<file path="config.mk">
export PLATFORM = sky130hd
export DESIGN_NAME = cnn_kernal
export DESIGN_NICKNAME = d
export VERILOG_FILES = /design/src/rtl/cnn_kernal.sv
export SDC_FILE = /design/constraint.sdc
export NUM_CORES = 1
export LEC_CHECK = 0
export CAP_MARGIN = 25
export CORE_UTILIZATION = 25
export DETAILED_ROUTE_END_ITERATION = 16
export GPL_ROUTABILITY_DRIVEN = 0
export PLACE_DENSITY = 0.47
export SETUP_SLACK_MARGIN = 0.4
export SLEW_MARGIN = 20
export SYNTH_ARGS = -nofsm -noshare
export SYNTH_HDL_FRONTEND = slang
export SYNTH_SLANG_ARGS = --single-unit
</file>
<file path="constraint.sdc">
create_clock -name clk -period 3.7 [get_ports clk]
set_input_delay 0.925 -clock clk [delete_from_list [all_inputs] [get_ports clk]]
set_output_delay 0.925 -clock clk [all_outputs]
set_load 0.02 [all_outputs]
</file>
<file path="src/rtl/cnn_kernal.sv">
// Two-stage signed dot-product kernel: CI lane-wise products registered in stage 1,
// summed at full precision and registered in stage 2, with a matching 2-deep valid pipe.
module cnn_kernal #(
    parameter int CI     = 3,
    parameter int OF_BW  = 16,
    parameter int W_BW   = 8,
    localparam int MUL_BW = OF_BW + W_BW
) (
    input  logic                     clk,
    input  logic                     reset_n,
    input  logic                     i_pooling_valid,
    input  logic [CI*OF_BW-1:0]      i_pooling,
    input  logic [CI*W_BW-1:0]       i_weight,
    output logic                     o_kernal_valid,
    output logic signed [MUL_BW+1:0] o_kernel
);

    localparam int SUM_BW = MUL_BW + 2;

    logic signed [MUL_BW-1:0] prod_d [CI];
    logic signed [MUL_BW-1:0] prod_q [CI];
    logic signed [SUM_BW-1:0] sum_d;
    logic signed [SUM_BW-1:0] kernel_q;
    logic                     v1_q;
    logic                     valid_q;

    // Both operands are sign-extended to MUL_BW before multiplying; the true
    // product always fits, so keeping the low MUL_BW bits is exact.
    always_comb begin
        for (int k = 0; k < CI; k++) begin
            prod_d[k] = MUL_BW'($signed(i_pooling[k*OF_BW +: OF_BW]))
                      * MUL_BW'($signed(i_weight[k*W_BW +: W_BW]));
        end
    end

    // NOTE: combinational accumulators get a default before the loop so no latch is inferred.
    always_comb begin
        sum_d = '0;
        for (int k = 0; k < CI; k++) begin
            sum_d = sum_d + SUM_BW'(prod_q[k]);
        end
    end

    // NOTE: the product array is small and must read as zero during reset, so it is
    // cleared element by element rather than left to power-up state.
    always_ff @(posedge clk or negedge reset_n) begin
        if (!reset_n) begin
            for (int k = 0; k < CI; k++) begin
                prod_q[k] <= '0;
            end
        end else if (i_pooling_valid) begin
            for (int k = 0; k < CI; k++) begin
                prod_q[k] <= prod_d[k];
            end
        end
    end

    // NOTE: non-blocking assignments let v1_q and valid_q shift as one pipeline per edge.
    always_ff @(posedge clk or negedge reset_n) begin
        if (!reset_n) begin
            v1_q     <= 1'b0;
            valid_q  <= 1'b0;
            kernel_q <= '0;
        end else begin
            v1_q    <= i_pooling_valid;
            valid_q <= v1_q;
            if (v1_q) begin
                kernel_q <= sum_d;
            end
        end
    end

    assign o_kernal_valid = valid_q;
    assign o_kernel       = kernel_q;

endmodule

</file>
==> qor_table.md <==
| Item | Reported |
|:---|:---|
| Final net count | 3016 |
| Placeable core region | 0.0744 mm2 |
| Transition time at the pin with the least slew margin | 1.01 ns |
| VDD IR-drop max | 0.589 mV |
| Post-route cell area | 0.0262 mm2 |
| Fraction of final layout cells with drive strength greater than 1 | 35.1% |
| Type of origin of the critical path | input port |
| Cell total after placement | 3326 |
| Portion of synthesized cell area occupied by the leading cell type | 35.5% |
| Wire length of the first global-routing pass | 83000 um |
| Cell with the most instances after synthesis | inv_1 |
| Post-synthesis to final-layout area growth | 39.2% |
| CTS Hold Buffers Added | 0 |
| Sequential-to-total area share from yosys stat | 13.3% |
| Area occupied by multi-input gates | 0.0163 mm2 |
| Number of distinct library cells after synthesis | 73 |
| Flops & latches, synth | 100 |
| Syn Area/Cell | 9.52 um2 |
| RSZ-0062 raised after global routing | yes |
| Floorplan die area | 0.0764 mm2 |
| Net count of the mapped netlist | 2546 |
| Req. time, crit path | 3.98 ns |
| Worst EP arrival | 5.32 ns |
| Final routed wire length divided by cell count | 14.2 um |
| Initial DRC Count | 480 |
| Area taken by flip-flops and latches | 0.00250 mm2 |
| Largest net degree at the start of global routing | 80 |
| Boundary Pins | 102 |
| Max-slew headroom at the worst pin | 32.7% |
| Highest net fanout along the worst path | 4 |
| WL final | 48700 um |
| Synthesized cell area | 0.0188 mm2 |
| Static leakage | 0.0125 uW |
| Final Hold Violating Endpoints | 0 |
| Start-to-end type of the worst setup path | input port to flip-flop |
| Final-report setup violation count | 55 |
| Count of final max-slew check failures | 0 |
| Post-detailed-route count of antenna-violating nets | 0 |
| Final critical delay including setup and external delays | 5.03 ns |
| Violated checks | negative setup slack |
| Horizontal die dimension | 276 um |
| Starting Density | 25.3% |
| Power density normalized to cell area | 943 mW/mm2 |
| Via density per instance | 4.30 |
| TritonRoute pass-1 iters | 5 |
| Via count of the first global-routing pass | 16465 |
| Path type of the worst min-delay path | flip-flop to flip-flop |
| Number of buffers created by CTS | 9 |
| Syn. warnings | 0 |
| Placed instance area | 0.0238 mm2 |
| Most instantiated flip-flop cell in the synthesis netlist | dfrtp_1 |
| Global-route usage over all layers | 13.2% |
| GR Overflow Total | 0 |
| Fraction of power consumed by combinational cells | 86.7% |
| Row count | 100 |
| Leading area contributor after synthesis | fa_1 |
| Fmax | 0.199 GHz |
| Internal power contribution | 13500 uW |
| Post-route DRC | 0 |
| Crit path setup slack, layout | -1.33 ns |
| Cell types occupying the most area after synthesis | fa_1 36%, dfrtp_1 13%, ha_1 11% |
| Routed vias | 14711 |
| Buffers added on ports | 101 |
| Clk sinks | 100 |
| Fin Clk Skew | 0.0105 ns |
| Top cell types by occurrence after synthesis | 417 x inv_1, 334 x fa_1, 262 x and2_1, 159 x ha_1, 113 x nand2_1 |
| Initial antenna violation count | 0 |
| Post-synth ARST share | 100% |
| Fill count | 7556 |
| Final worst path period share | 136% |
| Post-Route Hold Slack | 0.378 ns |
| Setup slack on the worst flop-to-flop path | 0.55 ns |
| Overall die height | 276 um |
| Insertion delay of the later-clocked pin in the worst-skew pair | 0.35 ns |
| Register share of total power | 9.2% |
| Detail Placement HPWL | 40600 um |
| Root buffer cell | clkbuf_16 |
| Clock share of power | 4.1% |
| Crit path capture type | flip-flop |
| Post-synth EDFFs | 0 |
| Clock Path Buffers | 2 |
| Filler-free cell count of the finished design | 3423 |
| H-Tree Level Count | 3 |
| Clock slew at the register clock pins of the worst setup and hold paths | 0.07 ns |
| Switching Fraction | 45.3% |
| TritonCTS clock tree | built |
| Number of instances in the synthesized netlist | 1978 |
| Switch Pwr | 11200 uW |
| Max Cap Violations | 0 |
| Status | complete, but fails checks |
final cells by class:
cell class	count	area share [%]
multi-input cells	1420	62.1
repair buffers	498	16.4
flip-flops and latches	100	9.54
inverters	418	6.03
well taps	969	4.62
clock buffers	9	0.859
clock inverters	7	0.377
repair inverters	1	0.0286
diodes	1	0.00954
worst paths after layout:
kind,from,to,depth (start not counted)
worst max-delay path,i_weight[19],prod_q[22]$_DFFE_PN0P_,19
worst min-delay path,v1_q$_DFF_PN0_,o_kernal_valid$_DFF_PN0_,0
worst max register to register,prod_q[1]$_DFFE_PN0P_,o_kernel[25]$_DFFE_PN0P_,13
worst min register to register,v1_q$_DFF_PN0_,o_kernal_valid$_DFF_PN0_,0
max in group asynchronous,reset_n,prod_q[6]$_DFFE_PN0P_,2
min in group asynchronous,reset_n,o_kernel[0]$_DFFE_PN0P_,1
power by group through the flow:
stage                     sequential (uW)  combinational (uW)  clock [uW]
after CTS                            2280               20300        1060
after global placement               2300               18100           0
after global routing                 2340               23900        1110
after detailed placement             2290               18300           0
final                                2260               21400        1020
after floorplan                      2200               12300           0
what timing repair did:
action,4_1_cts,5_1_grt
cloned,6,0
gates resized for setup,500,126
endpoints found under the setup margin,61,69
setup buffers,50,24
hold endpoints to repair,0,0
pin swaps,177,117
cells in the final DEF, fill, tap and decap left out, types with 31 or more instances in the layout:
| cell | n |
|---|---|
| nand2_1 | 94 |
| inv_1 | 363 |
| mux2_2 | 57 |
| buf_4 | 308 |
| a21oi_1 | 31 |
| ha_4 | 44 |
| fa_1 | 316 |
| ha_1 | 111 |
| buf_6 | 92 |
| and2_4 | 50 |
| dfrtp_1 | 100 |
| xnor2_1 | 48 |
| inv_2 | 51 |
| nor2_1 | 72 |
| and2_1 | 212 |
cell families after synthesis:
logic type | Yosys count | synth area share (%)
adder cells (fa/ha/maj) | 493 | 46.1
multiplexers | 68 | 4.06
AND/OR/NAND/NOR | 548 | 15.4
XOR/XNOR | 75 | 3.49
flip-flops | 100 | 13.3
AO/OA/AOI/OAI | 236 | 8.53
buffers and inverters | 458 | 9.17
critical path: stages:
cell      delay, ns
buf_6          0.09
buf_6          0.12
buf_12         0.12
and2_4         0.13
fa_1           0.58
fa_1           0.44
fa_1           0.50
inv_2          0.04
fa_1           0.49
inv_2          0.05
ha_4           0.26
o21a_4         0.12
o211a_1        0.19
o41ai_4        0.08
a21o_1         0.18
o211a_1        0.26
o311a_1        0.31
a2111o_1       0.36
nand3_1        0.07
state kept, by name, summed over array words and instances (netlist names):
register	count
o_kernel	26
o_kernal_valid	1
prod_q	72
v1_q	1
per-layer routing:
layer	vias up	global-route usage (%)	wire length, um
met5	-	0	0
met2	139	24.3	25400
li1	7084	-	-
met1	7453	17.0	22000
met4	0	1.78	522
met3	35	0.946	702
stage by stage:
step	setup TNS (ns)	setup WS [ns]	power [uW]	util (%)
global placement	-97.64	-2.14	20400	32.0
global route	-59.37	-1.51	27400	35.2
floorplan	-46.10	-1.37	14500	-
finish	-51.63	-1.33	24700	35.2
CTS	-51.49	-1.48	23600	34.3
detailed placement	-98.65	-2.17	20600	32.0
(Power assumes the default switching activity.)
